**config.mk**
```make
export PLATFORM = sky130hd
export DESIGN_NAME = adpll_cfg_seq
export DESIGN_NICKNAME = d
export VERILOG_FILES = /design/src/rtl/adpll_cfg_seq.sv
export SDC_FILE = /design/constraint.sdc
export NUM_CORES = 1
export LEC_CHECK = 0
export ABC_AREA = 1
export CORE_MARGIN = 2
export CORE_UTILIZATION = 30
export DETAILED_ROUTE_END_ITERATION = 8
export SETUP_SLACK_MARGIN = 0.02
export SLEW_MARGIN = 20
export SYNTH_ARGS = -nofsm -noshare
export SYNTH_HDL_FRONTEND = slang
export SYNTH_SLANG_ARGS = --single-unit
```
**constraint.sdc**
```tcl
create_clock -name clk -period 2.28 [get_ports clk]
set_input_delay 0.456 -clock clk [delete_from_list [all_inputs] [get_ports clk]]
set_output_delay 0.456 -clock clk [all_outputs]
set_load 0.02 [all_outputs]
```
**src/rtl/adpll_cfg_seq.sv**
```systemverilog
// ADPLL configure-and-lock sequencer.
// Drives the ADPLL register block over a simple valid/ready CPU bus:
// disable, program FCW and mode, enable, poll the lock flag, read the
// saturation flag, then report the result flags.
module adpll_cfg_seq #(
    parameter int unsigned ADDR_W   = 5,
    parameter int unsigned FCW_W    = 26,
    parameter int unsigned POLL_GAP = 8,
    parameter int unsigned NPOLL_W  = 16,
    // Register map, matching the ADPLL register block defines.
    parameter logic [ADDR_W-1:0] ADDR_ADPLL_EN   = ADDR_W'(5'h00),
    parameter logic [ADDR_W-1:0] ADDR_FCW        = ADDR_W'(5'h02),
    parameter logic [ADDR_W-1:0] ADDR_ADPLL_MODE = ADDR_W'(5'h03),
    parameter logic [ADDR_W-1:0] ADDR_ADPLL_LOCK = ADDR_W'(5'h08),
    parameter logic [ADDR_W-1:0] ADDR_ADPLL_SAT  = ADDR_W'(5'h09)
) (
    input  logic               clk,
    input  logic               rst,
    input  logic               start,
    input  logic [FCW_W-1:0]   fcw_in,
    input  logic [1:0]         mode_in,
    input  logic [NPOLL_W-1:0] max_polls,
    output logic               valid,
    output logic [ADDR_W-1:0]  address,
    output logic [31:0]        wdata,
    output logic               wstrb,
    input  logic [31:0]        rdata,
    input  logic               ready,
    output logic               busy,
    output logic               done,
    output logic               locked,
    output logic               sat,
    output logic               timeout,
    output logic               bus_err
);

    localparam int unsigned GAP_W = (POLL_GAP > 1) ? $clog2(POLL_GAP) : 1;
    localparam logic [GAP_W-1:0] GAP_LAST = GAP_W'((POLL_GAP > 0) ? POLL_GAP - 1 : 0);

    typedef enum logic [3:0] {
        StIdle,
        StWrDis,
        StWrFcw,
        StWrMode,
        StWrEn,
        StRdLock,
        StGap,
        StRdSat,
        StFin
    } state_e;

    state_e             state;
    logic [FCW_W-1:0]   fcw_q;
    logic [1:0]         mode_q;
    logic [NPOLL_W-1:0] limit_q;
    logic [NPOLL_W-1:0] poll_cnt;
    logic [GAP_W-1:0]   gap_cnt;
    logic [1:0]         wd_cnt;

    logic               in_txn;
    logic               rd_err;
    logic [NPOLL_W-1:0] poll_nxt;

    // Decode of bus-transaction states and read-side error/poll helpers.
    always_comb begin
        in_txn   = (state == StWrDis) || (state == StWrFcw) || (state == StWrMode) ||
                   (state == StWrEn)  || (state == StRdLock) || (state == StRdSat);
        rd_err   = (rdata == 32'hFFFF_FFFF);
        poll_nxt = poll_cnt + NPOLL_W'(1);
    end

    // Sequencer FSM with registered bus outputs and result flags.
    always_ff @(posedge clk) begin
        if (!rst) begin
            state    <= StIdle;
            fcw_q    <= '0;
            mode_q   <= '0;
            limit_q  <= '0;
            poll_cnt <= '0;
            gap_cnt  <= '0;
            wd_cnt   <= '0;
            valid    <= 1'b0;
            address  <= '0;
            wdata    <= '0;
            wstrb    <= 1'b0;
            busy     <= 1'b0;
            done     <= 1'b0;
            locked   <= 1'b0;
            sat      <= 1'b0;
            timeout  <= 1'b0;
            bus_err  <= 1'b0;
        end else begin
            done <= 1'b0;
            if (in_txn && valid) begin
                // ISSUE lasts one cycle; hold address/data while waiting.
                valid  <= 1'b0;
                wd_cnt <= '0;
            end else if (in_txn && !ready) begin
                // Four WAIT cycles without ready means the responder is gone.
                if (wd_cnt == 2'd3) begin
                    bus_err <= 1'b1;
                    done    <= 1'b1;
                    address <= '0;
                    wdata   <= '0;
                    wstrb   <= 1'b0;
                    state   <= StFin;
                end else begin
                    wd_cnt <= wd_cnt + 2'd1;
                end
            end else begin
                case (state)
                    StIdle: begin
                        if (start) begin
                            fcw_q    <= fcw_in;
                            mode_q   <= mode_in;
                            limit_q  <= (max_polls == '0) ? NPOLL_W'(1) : max_polls;
                            poll_cnt <= '0;
                            locked   <= 1'b0;
                            sat      <= 1'b0;
                            timeout  <= 1'b0;
                            bus_err  <= 1'b0;
                            busy     <= 1'b1;
                            valid    <= 1'b1;
                            address  <= ADDR_ADPLL_EN;
                            wdata    <= 32'd0;
                            wstrb    <= 1'b1;
                            state    <= StWrDis;
                        end
                    end
                    StWrDis: begin
                        valid   <= 1'b1;
                        address <= ADDR_FCW;
                        wdata   <= 32'(fcw_q);
                        wstrb   <= 1'b1;
                        state   <= StWrFcw;
                    end
                    StWrFcw: begin
                        valid   <= 1'b1;
                        address <= ADDR_ADPLL_MODE;
                        wdata   <= {30'd0, mode_q};
                        wstrb   <= 1'b1;
                        state   <= StWrMode;
                    end
                    StWrMode: begin
                        valid   <= 1'b1;
                        address <= ADDR_ADPLL_EN;
                        wdata   <= 32'd1;
                        wstrb   <= 1'b1;
                        state   <= StWrEn;
                    end
                    StWrEn: begin
                        valid   <= 1'b1;
                        address <= ADDR_ADPLL_LOCK;
                        wdata   <= 32'd0;
                        wstrb   <= 1'b0;
                        state   <= StRdLock;
                    end
                    StRdLock: begin
                        if (rd_err) begin
                            // All-ones read back means the address did not decode.
                            bus_err <= 1'b1;
                            done    <= 1'b1;
                            address <= '0;
                            wdata   <= '0;
                            wstrb   <= 1'b0;
                            state   <= StFin;
                        end else if (rdata[0]) begin
                            locked  <= 1'b1;
                            valid   <= 1'b1;
                            address <= ADDR_ADPLL_SAT;
                            wdata   <= 32'd0;
                            wstrb   <= 1'b0;
                            state   <= StRdSat;
                        end else begin
                            poll_cnt <= poll_nxt;
                            if (poll_nxt == limit_q) begin
                                timeout <= 1'b1;
                                valid   <= 1'b1;
                                address <= ADDR_ADPLL_SAT;
                                wdata   <= 32'd0;
                                wstrb   <= 1'b0;
                                state   <= StRdSat;
                            end else if (POLL_GAP == 0) begin
                                valid <= 1'b1;
                                state <= StRdLock;
                            end else begin
                                gap_cnt <= '0;
                                state   <= StGap;
                            end
                        end
                    end
                    StGap: begin
                        if (gap_cnt == GAP_LAST) begin
                            valid   <= 1'b1;
                            address <= ADDR_ADPLL_LOCK;
                            wdata   <= 32'd0;
                            wstrb   <= 1'b0;
                            state   <= StRdLock;
                        end else begin
                            gap_cnt <= gap_cnt + GAP_W'(1);
                        end
                    end
                    StRdSat: begin
                        if (rd_err) begin
                            bus_err <= 1'b1;
                            sat     <= 1'b0;
                        end else begin
                            sat <= rdata[0];
                        end
                        done    <= 1'b1;
                        address <= '0;
                        wdata   <= '0;
                        wstrb   <= 1'b0;
                        state   <= StFin;
                    end
                    StFin: begin
                        busy  <= 1'b0;
                        state <= StIdle;
                    end
                    default: state <= StIdle;
                endcase
            end
        end
    end

endmodule

```
## After elaboration in Yosys (flattened, before gate mapping)

Index checks and enable logic that the tools add are counted.

| operators by class | value |
|---|---|
| equal/unequal tests | 26 |
| add/subtract/negate cells | 3 |
| bitwise gates (word level) | 4 |
| mux-type cells | 65 |
| reductions and logical operators | 39 |

Operator list:

| cell | count |
|---|---|
| $mux W32 | 7 |
| $pmux W32 S7 | 1 |
| $mux W16 | 4 |
| $reduce_and A6 Y1 | 6 |
| $mux W5 | 7 |
| $pmux W5 S7 | 1 |
| $eq A32 B32 Y1 const B | 1 |
| $pmux W16 S2 | 1 |
| $pmux W4 S8 | 1 |
| $mux W1 | 25 |
| $mux W4 | 5 |
| $add A16 B1 Y16 const B | 1 |
| $eq A16 B16 Y1 | 1 |
| $eq A4 B3 Y1 const B | 4 |
| $logic_not A16 Y1 | 1 |
| $reduce_and A4 Y1 | 4 |
| $reduce_bool A8 Y1 | 2 |
| $ne A2 B2 Y1 const B | 7 |
| $reduce_and A7 Y1 | 2 |
| $mux W3 | 4 |
| $pmux W1 S2 | 6 |
| $eq A4 B2 Y1 const B | 2 |
| $reduce_bool A2 Y1 | 4 |
| $reduce_or A2 Y1 | 4 |
| 26 further kinds | 36 |

| storage, ports and cells | value |
|---|---|
| word-level logic and storage cells | 154 |
| register bits after elaboration | 114 |

## Depth between registers and ports, before layout

Gate-level depths: netlist (run 1).

| depth | value |
|---|---|
| depth in word-level cells | 9 |
| mapped depth | 18 |
| depth with buffers taken out | 17 |

## Worst setup path after synthesis (run 1)

No wires, ideal clock.

| timing | value |
|---|---|
| path type | register -> register |
| start | register poll_cnt[0] |
| end | register wdata[10] |
| path buffers | 2 |
| path slack | 240 ps |
| arrival | 1925 ps |
| required time | 2165 ps |
| clock period less this slack | 2040 ps |
| cell stages (with the launch flop) | 19 |
| library setup time | 115 ps |
| path through | dfxtp_1 ha_1 nand2_1 nor2_4 nand2_1 nand2_1 nand2_1 nand2_1 nand2_1 nor2_1 nand2_1 nor2_4 nand3_4 nand3b_4 buf_8 buf_6 nand3_1 nand2_1 nor2_1 |

| between the ends | value |
|---|---|
| word-level cells in the longest chain between the ends | 4 |

RTL lines:

| what | line | RTL |
|---|---|---|
| from (decl) | 56 | `logic [NPOLL_W-1:0] poll_cnt;` |
| from (signal assigned) | 175 | `poll_cnt <= poll_nxt;` |
| $add A16 B1 Y16 | 69 | `poll_nxt = poll_cnt + NPOLL_W'(1);` |
| $eq A16 B16 Y1 | 176 | `if (poll_nxt == limit_q) begin` |
| $ne A5 B3 Y1 (no line) | - |  |
| $reduce_and A6 Y1 (no line) | - |  |
| to (signal assigned) | 133 | `wdata <= 32'(fcw_q);` |
| to (signal assigned) | 140 | `wdata <= {30'd0, mode_q};` |
| to (decl) | 25 | `output logic [31:0] wdata,` |

Every way passes these cells.
A chain may end at the register's enable or synchronous reset.

## Worst setup path in the final report (run 1)

| timing | value |
|---|---|
| start | register poll_cnt[1] |
| end | register wdata[16] |

Same word-level chain as after synthesis.

==> impl_metrics.toml, run 1 <==
[global_routing]
overflow = 0
first_global_vias = 5076
grt_pass1_wl_microns = 25200
grt_use_total_pct = 15.9
grt_start_max_net_pins = 73
antenna_found_initial = 0

[logic_synthesis]
synth_warnings = 0
synth.largest_area_cell = "dfxtp_1"
syn_avg_cell_area_sq_um = 6.94
synth_top_area_share_pct = 38.0
synth_seq_cells = 106
synth.area.top_cells = "dfxtp_1 38%, nand2_1 12%, a21oi_1 6.9%, nor2_1 6.7%, o21ai_0 4.9%"
netlist_instances = 804
netlist_area_sq_um = 5580
seq_area_frac_synth_pct = 38.0
ys.flop_type = "dfxtp_1"
synthDistinctLibCells = 41
async_flop_share_pct = 0
synth_edf_count = 0

[final_layout]
drive_above_1_share_pct = 17.3
fin_area_sq_um = 7700
final_core_util_pct = 42.6
layout.nets = 1022
antennaDiodeCount = 0
synthToLayoutAreaGrowth_pct = 37.9

[clock_network]
htreeDepth = 3
cts_root_buffer = "clkbuf_16"
clk_path_buf_depth = 2
clock_latency_ps = 350
cts_made_buffers = 9
clk_pin_slew_ps = 70
clkSinkCount = 106
cts_tree = "built"

[setup_path]
rrSetupSlack_ps = 3
r2r-start = "poll_cnt[1]"
critPathArrivalTime_ps = 2530
cp-start-kind = "flop"
crit_required_ps = 2530
crit_path_end_kind = "flop"
crit_type = "flop to flop"
timing.critical_path.from = "poll_cnt[1]"
crit_fanout = 7

[route]
detail-route-antenna-nets = 0
viasPerCell = 4.68
wl_per_cell_microns = 13.8
first_iter_violations = 270
dr.pass1.iters = 5
routed_wl_microns = 16200
drcViolationCount = 0
num_vias = 5481

[sta]
clock_skew_ps = 7.14
worst_pin_slew_ps = 691
relSlewSlack_pct = 53.9
fin_crit_ps = 2280
hold_viol = 0
finalSetupTns_ps = 0
rsz0062_at_grt = "yes"
slew_violations = 0
final-setup-viol-count = 0
fin_crit_sh_pct = 99.9
fmax_ghz = 0.439

[power_and_ir_drop]
p_switching_mw = 3.65
seqPwrFrac_pct = 31.6
vdd_drop_max_mv = 0.492
internal_power_mw = 5.09
switching_share_pct = 41.8
clkPwrFrac_pct = 18.0
cellPowerDensity_nw_per_um2 = 1140
pwr-share-comb_pct = 50.4
p_leak_nw = 3.13

[floorplanning]
die_h_microns = 140
io_pins = 125
die-width_microns = 140
coreArea_sq_um = 18100
fp-row-count = 49
floorplan.initialDensity_pct = 30.9
dieArea_sq_um = 19700

[status]
status = "finished, final reports clean"

[placed_design]
hpwl_microns = 11500
place_area_sq_um = 7070
place_congestion = 0.917
portBuffers = 116

[flow_run]
maxCapViolCount = 0

[hold_path]
hp-class = "flop to flop"
min_from = "locked"
-- per-stage QoR --
step	hold slack (ps)	power (mW)	cells	setup slack (ps)
global placement	444	6.93	1144	-54.9
global route	487	9.45	1171	-124
floorplan	430	5.61	811	240
CTS	465	8.59	1159	6.33
finish	460	8.74	1171	2.82
detailed placement	455	6.95	1144	-6.80
-- cell usage after synthesis (2+ instances only) --
library cell and number:
nand2_1 182, dfxtp_1 106, nor2_1 100, a21oi_1 77, inv_1 72, o21ai_0 55, nand3_1 54, clkbuf_1 21
nand3_2 16, a21oi_2 14, nand4_1 12, buf_4 10, inv_2 10, nor4_1 10, nor2_2 7, nor2_4 7
buf_2 5, buf_6 5, nor3_1 5, ha_1 4, nand2_2 4, nor3b_1 4, o211ai_1 3, a211oi_1 2
buf_8 2, nand2_4 2
-- power by group through the flow --
stage	registers, mW	clock network, mW	logic [mW]
detailed placement	2.77	0	4.18
floorplan	2.86	0	2.76
CTS	2.74	1.64	4.21
finish	2.77	1.57	4.41
global route	2.83	1.70	4.93
global placement	2.78	0	4.15
-- layout by cell type (no fill, tap or decap), types with 5 or more instances in the layout --
master	netlist	routed
buf_6	5	5
o21ai_0	55	54
clkbuf_16	0	12
conb_1	1	8
dfxtp_2	0	6
buf_12	1	5
nand4_1	12	12
inv_1	72	70
inv_2	10	11
a21oi_2	14	17
nor4_1	10	10
nand3_1	54	43
nor2_4	7	11
nor3_1	5	5
nand3_2	16	27
clkdlybuf4s50_1	0	115
nor2_1	100	97
nand2_2	4	11
buf_4	10	29
nor2_2	7	6
a21oi_1	77	74
nand2_4	2	5
dfxtp_1	106	100
nand2_1	182	172
-- metal layers --
| layer | part of all wire [%] | vias to the layer above | global-route usage, % | wire (microns) |
|---|---|---|---|---|
| met5 | 0 | - | 0 | 0 |
| met4 | 1.2 | 0 | 4.09 | 192 |
| met2 | 48 | 145 | 26.6 | 7760 |
| met3 | 5.8 | 16 | 4.10 | 945 |
| li1 | - | 2884 | - | - |
| met1 | 45 | 2436 | 20.5 | 7270 |
-- worst max-delay path, stage by stage, from the launching register on --
cell and delay (ps):
dfxtp_2 360, ha_4 170, nand2_4 70, nor2_4 200, nand3_1 150, nand3_1 110, nand2_1 50, nor2_1 100
nand2_1 120, nor2_4 140, nand3_4 130, nand3b_4 210, clkbuf_16 190, nand3_1 60, nand2_1 60, nor2_1 50
-- cells by family (layout without fill, tap and decap cells) --
family | count (synthesis) | after routing | synth area share (%)
buf+inv | 127 | 257 | 10.7
simple gates | 407 | 408 | 34.1
fa+ha+maj | 4 | 4 | 0.897
other cells | 1 | 8 | 0.0672
compound gates | 159 | 159 | 16.2
flops | 106 | 106 | 38.0
-- state kept, by name (all words and copies together) (netlist names) --
signal,flops
wstrb,1
gap_cnt,3
limit_q,16
wdata,26
wd_cnt,2
poll_cnt,16
busy,1
bus_err,1
done,1
state,4
fcw_q,26
sat,1
mode_q,2
valid,1
address,3
locked,1
timeout,1
-- worst paths after layout --
path | depth (start not counted) | to
max | 15 | wdata[16]
min | 2 | locked
max reg2reg | 15 | wdata[16]
min reg2reg | 2 | locked
-- final cells by class --
class / instances / area [sq um]
clock inverters: 5 / 53.8
flip-flops and latches: 106 / 2130
fillers: 1861 / 10400
clock buffers: 10 / 239
inverters: 83 / 314
repair buffers: 159 / 1620
multi-input cells: 579 / 3060
well taps: 229 / 287
-- repair_timing --
action | 4_1_cts | 5_1_grt
gates resized for setup | 2 | 51
gates cloned | 0 | 5
buffers inserted | 0 | 7
endpoints found under the setup margin | 14 | 55
pin swaps | 0 | 35
hold buffers | 0 | 0
(Power assumes the default switching activity.)
==> inputs of run 2 (changes only) <==
CTS_CLUSTER_SIZE = 12   (was unset)
==> results of run 2 <==
The final DEF is identical to that of run 1; final timing and power are the same.
